--- src/rtl/reservoir_readout.sv ---
// Reservoir readout: y = w0 + sum(x_i*w_i) via one sequential MAC, plus err = y_target - y.
// Latency: accept to y_valid is exactly N_NEURONS+1 clk edges; one result per N_NEURONS+3 cycles at best.
// Backpressure: in_ready only in IDLE; the result is held with y_valid until y_ready.
//
// Ports:
//   clk, rst            rising-edge clock, asynchronous active-high reset
//   in_valid/in_ready   request handshake for x_flat, w_flat, y_target
//   x_flat              x1..xN, signed Q1.15, x1 at LSB
//   w_flat              w0..wN, signed Q2.6, bias w0 at LSB
//   y_target            target sample, signed Q1.15
//   y_valid/y_ready     result handshake
//   y_out, err_out, sat saturated readout, saturated error, readout-clipped flag
module reservoir_readout #(
    parameter int N_NEURONS = 19,
    parameter int X_W       = 16,
    parameter int W_W       = 8,
    parameter int FRAC      = 6,
    parameter int ACC_W     = 32
) (
    input  logic                           clk,
    input  logic                           rst,
    input  logic                           in_valid,
    output logic                           in_ready,
    input  logic [N_NEURONS*X_W-1:0]       x_flat,
    input  logic [(N_NEURONS+1)*W_W-1:0]   w_flat,
    input  logic [X_W-1:0]                 y_target,
    output logic                           y_valid,
    input  logic                           y_ready,
    output logic [X_W-1:0]                 y_out,
    output logic [X_W-1:0]                 err_out,
    output logic                           sat
);

    // idx runs 1..N during accumulation and N+1 for the output step
    localparam int IDX_W = $clog2(N_NEURONS + 2);
    localparam int P_W   = X_W + W_W;

    localparam logic signed [ACC_W-1:0] Y_MAX = ACC_W'((1 << (X_W - 1)) - 1);
    localparam logic signed [ACC_W-1:0] Y_MIN = ~Y_MAX;

    typedef enum logic [1:0] {
        S_IDLE = 2'd0,
        S_MAC  = 2'd1,
        S_OUT  = 2'd2
    } state_t;

    state_t r_state;
    state_t w_state_nxt;

    // Snapshots of x1..xN and w1..wN held as shift registers: the current term is always at the LSBs.
    logic [N_NEURONS*X_W-1:0] r_xs;
    logic [N_NEURONS*W_W-1:0] r_ws;
    logic [X_W-1:0]           r_yt;
    logic signed [ACC_W-1:0]  r_acc;
    logic [IDX_W-1:0]         r_idx;

    logic signed [X_W-1:0]    w_xi;
    logic signed [W_W-1:0]    w_wi;
    logic signed [P_W-1:0]    w_prod;
    logic signed [ACC_W-1:0]  w_prod_ext;
    logic signed [ACC_W-1:0]  w_bias;
    logic signed [ACC_W-1:0]  w_ys;
    logic [X_W-1:0]           w_y;
    logic                     w_sat;
    logic [X_W:0]             w_diff;
    logic [X_W-1:0]           w_err;
    logic                     w_accept;
    logic                     w_last;

    assign w_accept = (r_state == S_IDLE) && in_valid;
    assign w_last   = (r_idx == IDX_W'(N_NEURONS + 1));

    assign w_xi       = r_xs[X_W-1:0];
    assign w_wi       = r_ws[W_W-1:0];
    assign w_prod     = w_xi * w_wi;
    assign w_prod_ext = {{(ACC_W-P_W){w_prod[P_W-1]}}, w_prod};

    // Bias w0 scaled by 1.0 in Q1.15 so it lines up with the x*w products.
    assign w_bias = {{(ACC_W-W_W-X_W+1){w_flat[W_W-1]}}, w_flat[W_W-1:0], {(X_W-1){1'b0}}};

    // Drop the weight fraction bits (arithmetic shift, rounds toward -inf).
    assign w_ys = r_acc >>> FRAC;

    always_comb begin
        w_y   = w_ys[X_W-1:0];
        w_sat = 1'b0;
        if (w_ys > Y_MAX) begin
            w_y   = {1'b0, {(X_W-1){1'b1}}};
            w_sat = 1'b1;
        end else if (w_ys < Y_MIN) begin
            w_y   = {1'b1, {(X_W-1){1'b0}}};
            w_sat = 1'b1;
        end
    end

    // Error computed one bit wider; the top two bits disagree only on overflow.
    assign w_diff = {r_yt[X_W-1], r_yt} - {w_y[X_W-1], w_y};

    always_comb begin
        w_err = w_diff[X_W-1:0];
        if (w_diff[X_W] != w_diff[X_W-1]) begin
            w_err = w_diff[X_W] ? {1'b1, {(X_W-1){1'b0}}} : {1'b0, {(X_W-1){1'b1}}};
        end
    end

    always_ff @(posedge clk or posedge rst) begin
        if (rst) begin
            r_state <= S_IDLE;
        end else begin
            r_state <= w_state_nxt;
        end
    end

    always_comb begin
        w_state_nxt = r_state;
        in_ready    = 1'b0;
        case (r_state)
            S_IDLE: begin
                in_ready = 1'b1;
                if (in_valid) begin
                    w_state_nxt = S_MAC;
                end
            end
            S_MAC: begin
                if (w_last) begin
                    w_state_nxt = S_OUT;
                end
            end
            S_OUT: begin
                if (y_ready) begin
                    w_state_nxt = S_IDLE;
                end
            end
            default: w_state_nxt = S_IDLE;
        endcase
    end

    always_ff @(posedge clk or posedge rst) begin
        if (rst) begin
            r_acc   <= '0;
            r_idx   <= '0;
            y_valid <= 1'b0;
            y_out   <= '0;
            err_out <= '0;
            sat     <= 1'b0;
        end else begin
            case (r_state)
                S_IDLE: begin
                    if (in_valid) begin
                        r_acc <= w_bias;
                        r_idx <= IDX_W'(1);
                    end
                end
                S_MAC: begin
                    if (w_last) begin
                        y_out   <= w_y;
                        err_out <= w_err;
                        sat     <= w_sat;
                        y_valid <= 1'b1;
                    end else begin
                        r_acc <= r_acc + w_prod_ext;
                        r_idx <= r_idx + IDX_W'(1);
                    end
                end
                S_OUT: begin
                    if (y_ready) begin
                        y_valid <= 1'b0;
                    end
                end
                default: begin
                    y_valid <= 1'b0;
                end
            endcase
        end
    end

    // Operand snapshot: loaded on accept, shifted one term per MAC step; needs no reset.
    always_ff @(posedge clk) begin
        if (w_accept) begin
            r_xs <= x_flat;
            r_ws <= w_flat[(N_NEURONS+1)*W_W-1:W_W];
            r_yt <= y_target;
        end else if (r_state == S_MAC && !w_last) begin
            r_xs <= r_xs >> X_W;
            r_ws <= r_ws >> W_W;
        end
    end

endmodule

--- config.mk ---
export PLATFORM = sky130hd
export DESIGN_NAME = reservoir_readout
export DESIGN_NICKNAME = d
export VERILOG_FILES = /design/src/rtl/reservoir_readout.sv
export SDC_FILE = /design/constraint.sdc
export NUM_CORES = 2
export LEC_CHECK = 0
export CORE_MARGIN = 10
export CORE_UTILIZATION = 35
export CTS_CLUSTER_DIAMETER = 80
export DETAILED_ROUTE_END_ITERATION = 16
export SLEW_MARGIN = 20
export SYNTH_ARGS = -nofsm -noshare
export SYNTH_HDL_FRONTEND = slang
export SYNTH_SLANG_ARGS = --single-unit
--- constraint.sdc ---
create_clock -name clk -period 18.4 [get_ports clk]
set_input_delay 1.84 -clock clk [delete_from_list [all_inputs] [get_ports clk]]
set_output_delay 1.84 -clock clk [all_outputs]
set_load 0.02 [all_outputs]
==> metrics.txt <==
# TYPE chip_impl_metric gauge
chip_impl_metric{name="die-area",unit="sq um"} 96400
chip_impl_metric{name="io_buffers",unit=""} 518
chip_impl_metric{name="io_pins",unit=""} 519
chip_impl_metric{name="groute.usage.overall",unit="%"} 17.2
chip_impl_info{name="yosysTopAreaCell",value="sky130_fd_sc_hd__edfxtp_1"} 1
chip_impl_metric{name="die_x",unit="um"} 311
chip_impl_info{name="outcome",value="finished, final reports clean"} 1
chip_impl_metric{name="initial_standard_cell_utilization_of_the_core",unit="%"} 35.3
chip_impl_metric{name="multi_input_comb_area",unit="sq um"} 12600
chip_impl_metric{name="clk_path_buf_depth",unit=""} 3
chip_impl_metric{name="area.growth.synth_to_final",unit="%"} 27.7
chip_impl_metric{name="setup-tns-final",unit="ns"} 0
chip_impl_metric{name="routed_wirelength",unit="um"} 85500
chip_impl_metric{name="vias",unit=""} 21200
chip_impl_metric{name="worst_skew_pair.late_latency",unit="ns"} 0.62
chip_impl_metric{name="worst_slew_margin_rel",unit="%"} 29.4
chip_impl_info{name="netlist_top_cells_area",value="sky130_fd_sc_hd__edfxtp_1, sky130_fd_sc_hd__nand2_1, sky130_fd_sc_hd__fa_1"} 1
chip_impl_metric{name="grt_antenna_before_repair",unit=""} 43
chip_impl_info{name="largest_family_of_logic_cells_by_synthesized_area",value="simple AND/OR/NAND/NOR gates"} 1
chip_impl_info{name="synth-main-ff-cell",value="sky130_fd_sc_hd__edfxtp_1"} 1
chip_impl_metric{name="crit_required",unit="ns"} 18.65
chip_impl_metric{name="share_of_the_synthesized_area_in_the_top_cell_type",unit="%"} 48.0
chip_impl_metric{name="synth_async_sr_flop_share",unit="%"} 13.4
chip_impl_metric{name="placeableCoreArea",unit="sq um"} 83700
chip_impl_metric{name="drt_pre_antenna_iters",unit=""} 5
chip_impl_metric{name="seqCellArea",unit="sq um"} 16000
chip_impl_metric{name="synth_edf_count",unit=""} 472
chip_impl_info{name="worstHoldPathType",value="register to register"} 1
chip_impl_metric{name="timing.final.hold_violations",unit=""} 0
chip_impl_metric{name="synth_cells",unit=""} 2918
chip_impl_metric{name="route.antenna.remaining_nets",unit=""} 0
chip_impl_metric{name="fmax",unit="GHz"} 0.141
chip_impl_metric{name="chipHeight",unit="um"} 311
chip_impl_metric{name="final_layout_size_suffix_gt1_share",unit="%"} 3.76
chip_impl_metric{name="maxSlewViolCount",unit=""} 0
chip_impl_info{name="setup.worst_path.end_class",value="register"} 1
chip_impl_metric{name="crit_path_max_fanout",unit=""} 111
chip_impl_info{name="worst_setup_path_start_kind",value="input pin"} 1
chip_impl_metric{name="viasPerCell",unit=""} 4.63
chip_impl_metric{name="fill_cells",unit=""} 7959
chip_impl_info{name="timing.setup.critical_path_class",value="input pin to register"} 1
chip_impl_metric{name="synth_area_per_cell",unit="sq um"} 10.1
chip_impl_metric{name="detail_route.drc_violations",unit=""} 0
chip_impl_metric{name="synth.ff_latch_count",unit=""} 545
chip_impl_metric{name="groute.layer.met3.usage",unit="%"} 5.77
chip_impl_info{name="grt-busiest-layer",value="met2"} 1
chip_impl_info{name="cts-root-buf",value="sky130_fd_sc_hd__clkbuf_16"} 1
chip_impl_metric{name="met1_grt_util",unit="%"} 19.8
chip_impl_metric{name="place.gp.congestion",unit=""} 0.834
chip_impl_metric{name="setup_viol",unit=""} 0
chip_impl_info{name="tritoncts",value="done"} 1
chip_impl_metric{name="mappedNetlistNets",unit=""} 3651
chip_impl_metric{name="grt_pass1_wl",unit="um"} 129000
chip_impl_metric{name="clk_pin_slew",unit="ns"} 0.06
chip_impl_metric{name="use_met2",unit="%"} 30.8
chip_impl_metric{name="synth.mux.area_fraction",unit="%"} 0.106
chip_impl_metric{name="synthesis.yosys.warnings",unit=""} 0
chip_impl_metric{name="timing.clock.skew",unit="ns"} 0.0260
chip_impl_metric{name="first_global_vias",unit=""} 21700
chip_impl_metric{name="synth.yosys.seq_area_share",unit="%"} 54.2
chip_impl_metric{name="htreeDepth",unit=""} 2
chip_impl_metric{name="gr-total-overflow",unit=""} 0
chip_impl_metric{name="drt_iter0_drc",unit=""} 1465
chip_impl_metric{name="fin_crit",unit="ns"} 7.09
chip_impl_metric{name="grt_start_max_net_pins",unit=""} 199
chip_impl_metric{name="arrival",unit="ns"} 7.33
chip_impl_metric{name="synth.distinct_cells",unit=""} 68
chip_impl_metric{name="wire_per_inst",unit="um"} 18.6
chip_impl_metric{name="synth_simple_gate_area_share",unit="%"} 21.9
chip_impl_metric{name="final_period_utilization",unit="%"} 38.5
chip_impl_metric{name="cts_hold_buffers",unit=""} 0
chip_impl_info{name="grt_setup_unrepaired",value="false"} 1
chip_impl_metric{name="cts.sink_count",unit=""} 545
chip_impl_metric{name="drv.max_cap_violation_count",unit=""} 0
chip_impl_metric{name="cts_repair_resize_count",unit=""} 0
chip_impl_metric{name="yosys.area_share.xor_xnor",unit="%"} 1.30
chip_impl_metric{name="cts_made_buffers",unit=""} 61
chip_impl_metric{name="max_slew.worst_pin.slew",unit="ns"} 1.06
chip_impl_info{name="most_instantiated_library_cell_after_synthesis",value="sky130_fd_sc_hd__nand2_1"} 1
chip_impl_metric{name="post_synth_instance_area",unit="sq um"} 29500
chip_impl_metric{name="postCtsSetupRepairBufs",unit=""} 0
chip_impl_info{name="yosys-top-cells-count",value="sky130_fd_sc_hd__nand2_1, sky130_fd_sc_hd__edfxtp_1, sky130_fd_sc_hd__fa_1"} 1
chip_impl_metric{name="synth-compound-area-share",unit="%"} 4.46
chip_impl_metric{name="final_net_count",unit=""} 4120
chip_impl_metric{name="hpwlAfterDp",unit="um"} 64400
chip_impl_metric{name="synthAdderAreaFrac",unit="%"} 14.7
chip_impl_metric{name="rows",unit=""} 106
logic make-up (layout without fill, tap and decap cells):
family	after synthesis	count (layout)
AOI/OAI and AO/OA	202	202
xor gates and xnor gates	44	44
adders and majority gates	250	250
buffers and inverters	262	779
DFF	545	545
muxes	3	3
other	0	17
and+or+nand+nor	1612	1612
stage by stage:
stage               std cells  setup WS, ns  hold slack (ns)  area [sq um]  utilization [%]
CTS                      4569         11.19            0.485         37700             45.0
floorplan                2918          6.55            0.466         29500                -
detailed placement       4458         10.53            0.473         35800             42.8
global route             4574         10.77            0.504         37700             45.1
finish                   4586         11.31            0.482         37700             45.1
global placement         4458         10.58            0.464         35800             42.8
flip-flops by register name (all words and copies together) (netlist names):
name,count
r_yt,16
r_idx,5
r_ws,152
y_valid,1
sat,1
r_xs,304
y_out,16
err_out,16
r_state,2
r_acc,32
per-layer routing:
| metal | vias to the layer above | wire (um) |
|---|---|---|
| met4 | 48 | 1290 |
| li1 | 10500 | - |
| met2 | 494 | 44000 |
| met5 | - | 342 |
| met3 | 127 | 6770 |
| met1 | 10100 | 33000 |
placed cells by master (no fill, tap or decap), types with 6 or more instances in the layout:
master / n
sky130_fd_sc_hd__clkbuf_16: 62
sky130_fd_sc_hd__clkinv_2: 10
sky130_fd_sc_hd__o31ai_1: 6
sky130_fd_sc_hd__edfxtp_1: 472
sky130_fd_sc_hd__buf_4: 15
sky130_fd_sc_hd__ha_1: 88
sky130_fd_sc_hd__a21o_1: 23
sky130_fd_sc_hd__clkbuf_1: 12
sky130_fd_sc_hd__nor3_1: 10
sky130_fd_sc_hd__a31oi_1: 10
sky130_fd_sc_hd__nand4_1: 6
sky130_fd_sc_hd__nand2_1: 1375
sky130_fd_sc_hd__and2_1: 74
sky130_fd_sc_hd__nand2b_1: 13
sky130_fd_sc_hd__o21a_1: 7
sky130_fd_sc_hd__a21oi_1: 48
sky130_fd_sc_hd__diode_2: 17
sky130_fd_sc_hd__fa_1: 161
sky130_fd_sc_hd__o21ai_0: 59
sky130_fd_sc_hd__xnor2_1: 26
sky130_fd_sc_hd__and3_1: 30
sky130_fd_sc_hd__nor2_1: 61
sky130_fd_sc_hd__clkinv_1: 17
sky130_fd_sc_hd__inv_1: 128
sky130_fd_sc_hd__xor2_1: 18
sky130_fd_sc_hd__dfrtp_1: 73
sky130_fd_sc_hd__clkdlybuf4s50_1: 518
sky130_fd_sc_hd__nand3_1: 16
final timing paths:
| check | start | end | slack, ns | cells past startpoint |
|---|---|---|---|---|
| max reg2reg | r_ws[1] | r_acc[29] | 12.12 | 16 |
| min reg2reg | y_out[2] | y_out[2] | 0.48 | 2 |
| min in group asynchronous | rst | y_out[0] | 1.39 | 2 |
| max in group asynchronous | rst | r_acc[12] | 16.12 | 3 |
| min | y_out[2] | y_out[2] | 0.48 | 2 |
| max | in_valid | r_xs[190] | 11.31 | 8 |
cell type report:
class,instances,area share [%]
sequential,545,42.4
multi-input combinational,2111,33.3
timing repair buffer,537,14.2
clock buffer,75,4.27
tap,1134,3.76
inverter,131,1.34
clock inverter,36,0.633
antenna,17,0.113
critical path, cell delays in order:
cell and delay, ns:
sky130_fd_sc_hd__clkdlybuf4s50_1 0.94, sky130_fd_sc_hd__nand2_4 0.36, sky130_fd_sc_hd__inv_8 0.57, sky130_fd_sc_hd__nor2_1 0.43
sky130_fd_sc_hd__inv_8 0.53, sky130_fd_sc_hd__buf_4 0.79, sky130_fd_sc_hd__buf_4 0.88, sky130_fd_sc_hd__buf_4 0.72
Power is not shown: default switching activity piles up to over one toggle a cycle in this logic, so the estimate is an artifact.
